### src/rtl/sierpinski_pattern_gen.sv
// Pattern generator: Fibonacci LFSR, rule-90 and rule-150 cellular automata
// on a WIDTH-bit state register. Includes a step prescaler, row/frame
// counting with optional reseed at frame wrap, and zero-state recovery.
module sierpinski_pattern_gen #(
   parameter int               WIDTH           = 8,
   parameter logic [WIDTH-1:0] TAPS            = 8'hB8,
   parameter logic [WIDTH-1:0] SEED_DEFAULT    = 8'h01,
   parameter int               DIV_W           = 8,
   parameter int               ROWS            = 8,
   parameter int               ROW_W           = 4,
   parameter bit               RESEED_ON_FRAME = 1'b1
) (
   input  logic             clk,
   input  logic             rst_n,
   input  logic             ena,
   input  logic [1:0]       mode,
   input  logic             seed_load,
   input  logic [WIDTH-1:0] seed,
   input  logic [DIV_W-1:0] div,
   output logic [WIDTH-1:0] state_out,
   output logic             step_pulse,
   output logic [ROW_W-1:0] row_count,
   output logic             frame_done,
   output logic             lockup
);

   localparam logic [ROW_W-1:0] LAST_ROW = ROW_W'(ROWS - 1);

   logic [WIDTH-1:0] state_q, state_d;
   logic [WIDTH-1:0] seed_reg_q, seed_reg_d;
   logic [DIV_W-1:0] presc_q, presc_d;
   logic [ROW_W-1:0] row_q, row_d;
   logic             step_q, step_d;
   logic             frame_q, frame_d;
   logic             lock_q, lock_d;

   // One generation of the selected pattern; out-of-range neighbours read 0
   // because the shifts fill with zeros.
   function automatic logic [WIDTH-1:0] step_fn(input logic [WIDTH-1:0] s,
                                                input logic [1:0]       m);
      logic [WIDTH-1:0] n;
      case (m)
         2'b00:   n = {s[WIDTH-2:0], ^(s & TAPS)};
         2'b01:   n = (s << 1) ^ (s >> 1);
         2'b10:   n = (s << 1) ^ s ^ (s >> 1);
         default: n = s;
      endcase
      return n;
   endfunction

   logic             run;
   logic             due;
   logic [WIDTH-1:0] cand;

   assign run = ena && (mode != 2'b11);
   // >= rather than == so that lowering div never strands the prescaler
   // above the new terminal count.
   assign due = run && (presc_q >= div);

   // Next-state: seed load beats everything, then step/prescaler advance.
   always_comb begin
      state_d    = state_q;
      seed_reg_d = seed_reg_q;
      presc_d    = presc_q;
      row_d      = row_q;
      step_d     = 1'b0;
      frame_d    = 1'b0;
      lock_d     = 1'b0;
      cand       = step_fn(state_q, mode);
      if (seed_load) begin
         if (seed == '0) begin
            state_d    = SEED_DEFAULT;
            seed_reg_d = SEED_DEFAULT;
            lock_d     = 1'b1;
         end else begin
            state_d    = seed;
            seed_reg_d = seed;
         end
         presc_d = '0;
         row_d   = '0;
      end else if (due) begin
         presc_d = '0;
         step_d  = 1'b1;
         if (row_q == LAST_ROW) begin
            row_d   = '0;
            frame_d = 1'b1;
            if (RESEED_ON_FRAME) cand = seed_reg_q;
         end else begin
            row_d = row_q + ROW_W'(1);
         end
         if (cand == '0) begin
            state_d = SEED_DEFAULT;
            lock_d  = 1'b1;
         end else begin
            state_d = cand;
         end
      end else if (run) begin
         presc_d = presc_q + DIV_W'(1);
      end
   end

   // State and pulse registers, asynchronously returned to defaults.
   always_ff @(posedge clk or negedge rst_n) begin
      if (!rst_n) begin
         state_q    <= SEED_DEFAULT;
         seed_reg_q <= SEED_DEFAULT;
         presc_q    <= '0;
         row_q      <= '0;
         step_q     <= 1'b0;
         frame_q    <= 1'b0;
         lock_q     <= 1'b0;
      end else begin
         state_q    <= state_d;
         seed_reg_q <= seed_reg_d;
         presc_q    <= presc_d;
         row_q      <= row_d;
         step_q     <= step_d;
         frame_q    <= frame_d;
         lock_q     <= lock_d;
      end
   end

   assign state_out  = state_q;
   assign step_pulse = step_q;
   assign row_count  = row_q;
   assign frame_done = frame_q;
   assign lockup     = lock_q;

endmodule

### config.mk
export PLATFORM = sky130hd
export DESIGN_NAME = sierpinski_pattern_gen
export DESIGN_NICKNAME = d
export VERILOG_FILES = /design/src/rtl/sierpinski_pattern_gen.sv
export SDC_FILE = /design/constraint.sdc
export NUM_CORES = 1
export LEC_CHECK = 0
export CAP_MARGIN = 25
export CELL_PAD_IN_SITES_DETAIL_PLACEMENT = 1
export CELL_PAD_IN_SITES_GLOBAL_PLACEMENT = 2
export CORE_MARGIN = 4
export CORE_UTILIZATION = 36
export CTS_BUF_LIST = sky130_fd_sc_hd__clkbuf_4 sky130_fd_sc_hd__clkbuf_8
export DETAILED_ROUTE_END_ITERATION = 12
export GPL_TIMING_DRIVEN = 0
export HOLD_SLACK_MARGIN = 0.12
export PLACE_DENSITY_LB_ADDON = 0.1
export SYNTH_ARGS = -nofsm -noshare
export SYNTH_HDL_FRONTEND = slang
export SYNTH_SLANG_ARGS = --single-unit
### constraint.sdc
create_clock -name clk -period 3.46 [get_ports clk]
set_input_delay 0.346 -clock clk [delete_from_list [all_inputs] [get_ports clk]]
set_output_delay 0.346 -clock clk [all_outputs]
set_load 0.01 [all_outputs]
[Yosys cells after proc, flatten, opt, wreduce, memory -nomap -nowiden]
Cells that the tools add are included.
Operators by class
  reductions and logical operators: 8
  multiplexer cells: 23
  add/sub/neg operators: 2
  order comparisons: 1
  bitwise operators: 3
  equal/unequal tests: 4
Operator list (number)
  8-bit two-way mux: 10
  8-bit case mux with 3 select lines: 1
  8-bit zero test: 2
  8-bit by 7-bit XOR with 8-bit output: 2
  4-bit two-way mux: 3
  1-bit two-way mux: 9
  8-bit by 1-bit adder with 8-bit output (second input constant): 1
  8-bit >= comparator: 1
  8-bit parity: 1
  8-bit XOR: 1
  4-bit by 1-bit adder with 4-bit output (second input constant): 1
  4-bit by 3-bit == test with 1-bit output (second input constant): 1
  3-bit nonzero test: 1
  2-bit by 1-bit == test with 1-bit output (second input constant): 1
  2-bit == test (second input constant): 1
  1-bit logical AND: 2
  2-bit zero test: 1
  2-bit != test (second input constant): 1
  2-bit nonzero test: 1
Storage, ports and cells
  input bits: 22
  register bits after elaboration: 31

[Longest topological paths before layout]
  word-level depth: 10
  mapped depth: 9
  depth with buffers taken out: 9

[Worst setup path after synthesis]
No wires, ideal clock.
  kind: register -> register
  from: reg presc_q[0]
  to: reg row_q[3] (netlist: row_count[3])
  arrival time: 1.865 ns
  library setup time: 0.078 ns
  data required time: 3.382 ns
  cell stages (with the launch flop): 9
  path slack: 1.517 ns
  clock period less this slack: 1.943 ns
  cell sequence: dfrtp_1 -> inv_1 -> ha_1 -> nand2b_1 -> a31oi_2 -> o2111ai_4 -> nand2_4 -> or4_1 -> a21oi_1
Between the ends
  word-level cells in the longest chain between the ends: 3
RTL lines
  start: declaration: line 31  | logic [DIV_W-1:0] presc_q, presc_d;
  start signal: assignment: line 115  | presc_q <= presc_d;
  8-bit >= comparator: line 58  | assign due = run && (presc_q >= div);
  1-bit logical AND: line 58
  2-bit nonzero test (no source line)
  end signal: assignment: line 116  | row_q <= row_d;
  end: declaration: line 32  | logic [ROW_W-1:0] row_q, row_d;
No other way between the ends.
A chain may end at the register's enable or synchronous reset.

[Final worst setup path]
  from: in div[7]
  to: reg state_q[0] (netlist: state_out[0])
Between the ends
  word-level cells in the longest chain between the ends: 3
RTL lines
  start: declaration: line 19  | input logic [DIV_W-1:0] div,
  8-bit >= comparator: line 58
  1-bit logical AND: line 58
  2-bit nonzero test (no source line)
  end signal: assignment: line 113  | state_q <= state_d;
  end: declaration: line 29  | logic [WIDTH-1:0] state_q, state_d;
No other way between the ends.

==> results.md <==
- The flow ran to the end, and the final reports show no timing, DRC or antenna violations.
- Yosys mapped a number of flops with a built-in enable equal to 0.
- The critical setup path kind is in -> reg.
- The maximum number of buffers from clock root to sink is 2.
- The number of antenna violations at the first check in global routing is 0.
- Once the clock tree was built, the resizer swapped 0 gates to a different size.
- The half-perimeter wire length of the detailed placement result is 5.132 mm.
- The setup slack after layout is 1.006 ns.
- The share of the core filled with cells in the final layout is 46.07%.
- The area of the die is 7902 um2.
- The CTS tree is yes.
- The proportion of netlist area held by the largest area contributor is 30.80%.
- The max-capacitance violation count is 0.
- The combined global-route utilization of all metal layers is 18.67%.
- The clock transition at the registers of the reported paths is 0.06 ns.
- The share of cells above drive strength 1 is 11.80%.
- The pin count of the biggest net entering global routing is 32.
- The clock sink total is 31.
- The share of flip-flops with an asynchronous set or reset is 100.0%.
- CTS built an H-tree with a depth of 2.
- In the final layout, the multi-input gates occupy 1411 um2.
- The share of the cycle needed by the critical path after routing is 70.94%.
- After filler insertion, the fill cell instance count of the layout stands at 749.
- The floorplan die width is 88.90 um.
- The ratio of routed vias to standard cells is 5.469.
- The signed area change from the synthesized netlist to the final layout is 24.16%.
- STA classifies the critical path endpoint as a register.
- The worst max-slew margin expressed relative to the limit is 51.35%.
- The setup skew after layout is 0.009109 ns.
- The largest total area in the synthesized netlist belongs to dfrtp_1.
- The net count of the mapped netlist is 310.
- The element type at the critical path start is an input pin.
- After detailed routing, the total wire length is 6.840 mm.
- The count of antenna diodes in the layout is 0.
- The worst path required time is 3.66 ns.
- Setup repair after global routing left no endpoint under its margin.
- The number of input and output port buffers inserted is 36.
- For this design the ratio of total power to cell area is 355.4 nW/um2.
- The number of pins exceeding their max-slew limit in the final report is 0.
- Averaged over all synthesized cells, the footprint is 8.475 um2.
- Detailed routing inserted a total of 2182 vias.
- The row count is 29.
- The type of the tightest min-delay check is in -> async.
- TritonCTS created 5 clock buffers.
- Counting distinct cell types in the post-synthesis netlist gives 55.
- The delay of the slowest cell on the worst path is 0.53 ns.
- For this block, the initial DRC count from the detailed router was 108.
- At the worst endpoint, the arrival time is 2.65 ns.
- In this run the post-CTS setup repair buffer count came out at 0.
- The later pin in the worst-skew pair is clocked with a latency of 0.29 ns.
- At the end of routability-driven placement, the weighted congestion stood at 0.7446.
- The highest attainable clock frequency is 407.4 MHz.
- The number of warnings issued by yosys is 0.
- After clock tree synthesis, the flow added hold-fix buffers numbering 0.
- The first detailed-routing pass ran for 4 iterations.
- Along the worst path, the maximum fanout reaches 5.
- The worst register-to-register path begins at presc_q[7].
- The number of I/O pins is 37.
- After synthesis the cells add up to 2356 um2.
- The number of hold violations in the final report is 0.
- Yosys attributes the largest share of cell area to dfrtp_1 31%, ha_1 5.3%, nand2_1 4.6%, o21ai_0 4.0%, nor2_1 3.3%.
- For the pin with the worst max-slew slack, the measured transition is 0.7298 ns.
- Among the stages of the critical path, the cell type that occurs most often is a21oi_1.
- Across the whole layout, storage elements account for 778.2 um2.
- Among all flip-flop cells after synthesis, the most frequent one is dfrtp_1.
- The worst path needs 2.454 ns of the cycle, external delays included.
- The detail route stage leaves a number of antenna-violating nets equal to 0.
- The most critical setup path has its startpoint at div[7].
- The tree is rooted in a clkbuf_8.
- After global routing the overflow that remains totals 0.
- The setup TNS is 0 ns.
- The total area inside the core boundary comes to 6350 um2.
- The routed wirelength normalized by instance count is 17.14 um.
- At the placement stage, the worst setup path has a slack of 0.6519 ns.
- The first global-routing pass estimated 11.34 mm of wire.
- The initial utilization of the core area, before any placement, comes to 37.10%.
- The flop and latch count out of synthesis is 31.
- In this run the vertical extent of the chip is 88.90 um.
- The signal on the critical path passes through clkdlybuf4s50_1 -> inv_1 -> ha_1 -> a21oi_1 -> o2111ai_4 -> a21oi_1 -> a221oi_2 -> o31ai_1.
- The maximum VDD drop is 0.3114 mV.
- In the routed design, unresolved DRC markers number 0.
- The number of nets in the final layout is 353.
- The setup violation total in the final timing report is 0.
- The number of global-route vias before repair is 2179.
- Among all stages on the critical path, the largest delay is contributed by a21oi_1.
- The synthesized instance count is 278.
- The design draws 1.040 mW.
- For this design the static power due to leakage is 1.320 nW.
- The part of the Yosys area used for sequential elements is 33.03%.
worst paths after layout:
| kind | endpoint | slack, ns | cells after the start |
|---|---|---|---|
| min in group clk | seed_reg_q[0] | 0.52 | 2 |
| hold / removal | state_out[4] | 0.11 | 1 |
| hold reg to reg | seed_reg_q[0] | 0.52 | 2 |
| setup / recovery | state_out[0] | 1.01 | 8 |
| max in group asynchronous | seed_reg_q[1] | 2.88 | 1 |
| setup reg to reg | state_out[0] | 1.13 | 6 |
cell families after synthesis:
group | share of synthesized area, %
mux | 4.886
fa+ha+maj | 5.311
flops | 33.03
buf+inv | 7.063
simple gates | 24.85
compound gates | 20.77
xor+xnor | 4.090
placed cells by master, fill, tap and decap left out, types with 3 or more instances in the layout:
cell / count
clkdlybuf4s50_1: 35
nand2_1: 29
dfrtp_1: 29
nor2_1: 21
o21ai_0: 19
inv_1: 18
a21oi_1: 15
ha_1: 10
nand2b_1: 9
nand3_1: 8
buf_2: 8
xnor2_1: 8
mux2i_1: 7
nor3_1: 7
nand3b_1: 6
clkbuf_8: 6
clkbuf_1: 5
nor2b_1: 5
o31ai_1: 5
and3b_1: 4
nor4_1: 4
mux2_2: 4
a21o_1: 3
o211ai_1: 3
or3b_1: 3
a221oi_1: 3
xor2_1: 3
cell usage after synthesis, types with 3 or more instances:
cell type   n
nor4_1      4
nand2b_1    9
dfrtp_1    29
nor2_1     21
a21o_1      3
o21ai_0    19
mux2_2      4
nand2_1    29
ha_1       10
and3b_1     4
inv_1      18
or3b_1      3
xnor2_1     8
nand3b_1    6
xor2_1      3
nand3_1     8
nor3_1      7
buf_2       7
a221oi_1    3
a21oi_1    15
clkbuf_1    5
nor2b_1     5
o211ai_1    3
o31ai_1     5
mux2i_1     7
report_power, final:
part           total [mW]  switching (mW)  internal (mW)
Sequential          0.406          0.0222          0.384
Clock               0.379           0.146          0.233
Combinational       0.254           0.135          0.120
Total                1.04           0.304          0.736
routing by layer:
| metal | track usage (%) | routed length (um) | part of all wire [%] |
|---|---|---|---|
| met1 | 28.95 | 3626 | 53 |
| met2 | 26.86 | 2849 | 42 |
| met3 | 2.488 | 285 | 4.2 |
| met4 | 5.220 | 78 | 1.1 |
| met5 | 0 | 0 | 0 |
sequential cells by signal, summed over array words and instances, names as in the netlist:
signal and count:
lockup 1, seed_reg_q 8, presc_q 8, frame_done 1, state_out 8, step_pulse 1
row_count 4
worst max-delay path, delay by kind of cell:
family	cells	cell delay [ns]
adder cells (fa/ha/maj)	1	0.31
buffers and inverters	2	0.49
AO/OA/AOI/OAI	5	1.50
cell type report:
class	count	share of cell area, %
Buffer	18	3.379
Clock buffer	6	2.823
Clock inverter	2	1.198
Inverter	18	2.310
Multi-Input combinational cell	211	48.25
Sequential cell	31	26.60
Tap cell	77	3.293
Timing Repair Buffer	36	12.15
metrics by stage:
| step | hold WS [ns] | std cells | instance area (um2) |
|---|---|---|---|
| 2_1_floorplan | 0.05041 | 278 | 2356 |
| 3_3_place_gp | 0.4993 | 391 | 2813 |
| 3_5_place_dp | 0.4588 | 391 | 2808 |
| 4_1_cts | 0.1408 | 399 | 2925 |
| 5_1_grt | 0.1670 | 399 | 2925 |
| 6_report | 0.1141 | 399 | 2925 |
No activity file was read; power rests on OpenSTA's default activity.
==> variant: new RTL, config.mk and constraints unchanged <==
Set the parameter `DIV_W` to 12 (it was 8).
--- a/src/rtl/sierpinski_pattern_gen.sv
+++ b/src/rtl/sierpinski_pattern_gen.sv
@@ -6,5 +6,5 @@
    parameter logic [WIDTH-1:0] TAPS            = 8'hB8,
    parameter logic [WIDTH-1:0] SEED_DEFAULT    = 8'h01,
-   parameter int               DIV_W           = 8,
+   parameter int               DIV_W           = 12,
    parameter int               ROWS            = 8,
    parameter int               ROW_W           = 4,
Ports: changed (resized div); port bits go from 37 to 41. The function was not compared with the original's and may differ.
==> variant against the unedited design <==
  * Synthesized area rose by 8.1%
  * Power rose by 4.5%
  * Sequential cell count rose by 4
  * Routed wire length rose by 2.3%
  * Worst setup slack got worse by 0.19 ns
  * Largest cell class unchanged
  * Sequential share of layout area rose by 1.1 points
  * Cell area rose by 8.4%
  * Critical path depth rose by 3
==> variant: results (changes against the unedited design) <==
----------------------------------------------------
[CTS]
  Clock tree sinks ... 35 (+13%)

[Synth]
  XOR/XNOR share of the synthesized area ... 5.16% (+1.1 points)
  Fraction of the yosys area taken by sequential cells ... 34.5% (+1.4 points)
  Number of cells produced by synthesis ... 300 (+7.9%)
  Share of the synthesized area in compound gates (AO/OA/AOI/OAI) ... 18.2% (-2.5 points)
  Mapped Nets ... 340 (+9.7%)
  Post-synthesis adder-cell area fraction ... 6.88% (+1.6 points)

[Cells and area]
  Footprint of the multi-input gates ... 1470 sq um (+4.3%)
  Number of buffers outside the clock class in the layout ... 59 (+9.3%)
  Filler cell count ... 836 (+12%)
  ClkCell Share ... 3.71% (-0.31 points)
  Non-clock buffer share of cell area ... 15.9% (+0.34 points)
  Seq/total area ... 27.7% (+1.1 points)
  Area growth from synthesis to layout ... 24.5%
  Non-Clock Inverter Count ... 21 (+3)
  Share of cells above drive strength 1 ... 10.7% (-1.1 points)

[Timing]
  Final clock period utilization by the worst path ... 76.4% (+5.5 points)
  Worst Hold Margin ... 0.149 ns (+0.0351 ns)
  Transition time at the pin with the least slew margin ... 0.813 ns (+0.0831 ns)
  Clock skew ... 0.00707 ns (-0.00203 ns)

[Detailed routing]
  Total met2 wirelength after detailed routing ... 3.17 mm (+11%)
  Routed length on met3 ... 247 um (-13%)
  Average via count per standard cell ... 5.13 (-6.3%)
  Vias after detailed routing ... 2271 (+4.1%)
  Met1 wire length ... 3.53 mm (-2.7%)
  Detailed Route WL ... 7.00 mm (+2.3%)

[Setup path]
  Largest fanout of any net on the critical path ... 10 (+5)
  RR Startpoint ... presc_q[0]$_DFFE_PN0P_
  Critical-path top delay cell ... sky130_fd_sc_hd__clkdlybuf4s50_1
  Cell count of the worst reg-to-reg path ... 10 (+4)
  Register-to-register setup slack ... 0.92 ns (-0.21 ns)

[Global route]
  Pin count of the biggest net entering global routing ... 36 (+13%)
  Met1 Track Usage GR ... 25.8% (-3.1 points)

[Outcome]
  Result of the run ... complete, no violations

[Power]
  P_sw ... 0.306 mW (+0.81%)
  VDD IR-drop max ... 0.183 mV (-41%)

[Place]
  Post-place instance area ... 3050 sq um (+8.7%)

----------------------------------------------------
-- variant: cell types whose count changed after synthesis, moves of 4 or more --
cell                       unedited run  this run
sky130_fd_sc_hd__dfrtp_1             29        33
sky130_fd_sc_hd__nor2_1              21        29
sky130_fd_sc_hd__xor2_1               3         7
sky130_fd_sc_hd__nand2_1             29        38
sky130_fd_sc_hd__o31ai_1              5         1
sky130_fd_sc_hd__nand3_1              8         3
sky130_fd_sc_hd__ha_1                10        14
sky130_fd_sc_hd__nand2b_1             9         4
sky130_fd_sc_hd__mux2i_1              7        12
-- variant: power by group through the flow --
stage	Combinational (mW)	Clock, mW	Sequential (mW)
after global routing	0.279	0.423	0.452
after CTS	0.250	0.398	0.448
final	0.247	0.391	0.448
after floorplan	0.149	0	0.455
after global placement	0.245	0	0.456
after detailed placement	0.248	0	0.456
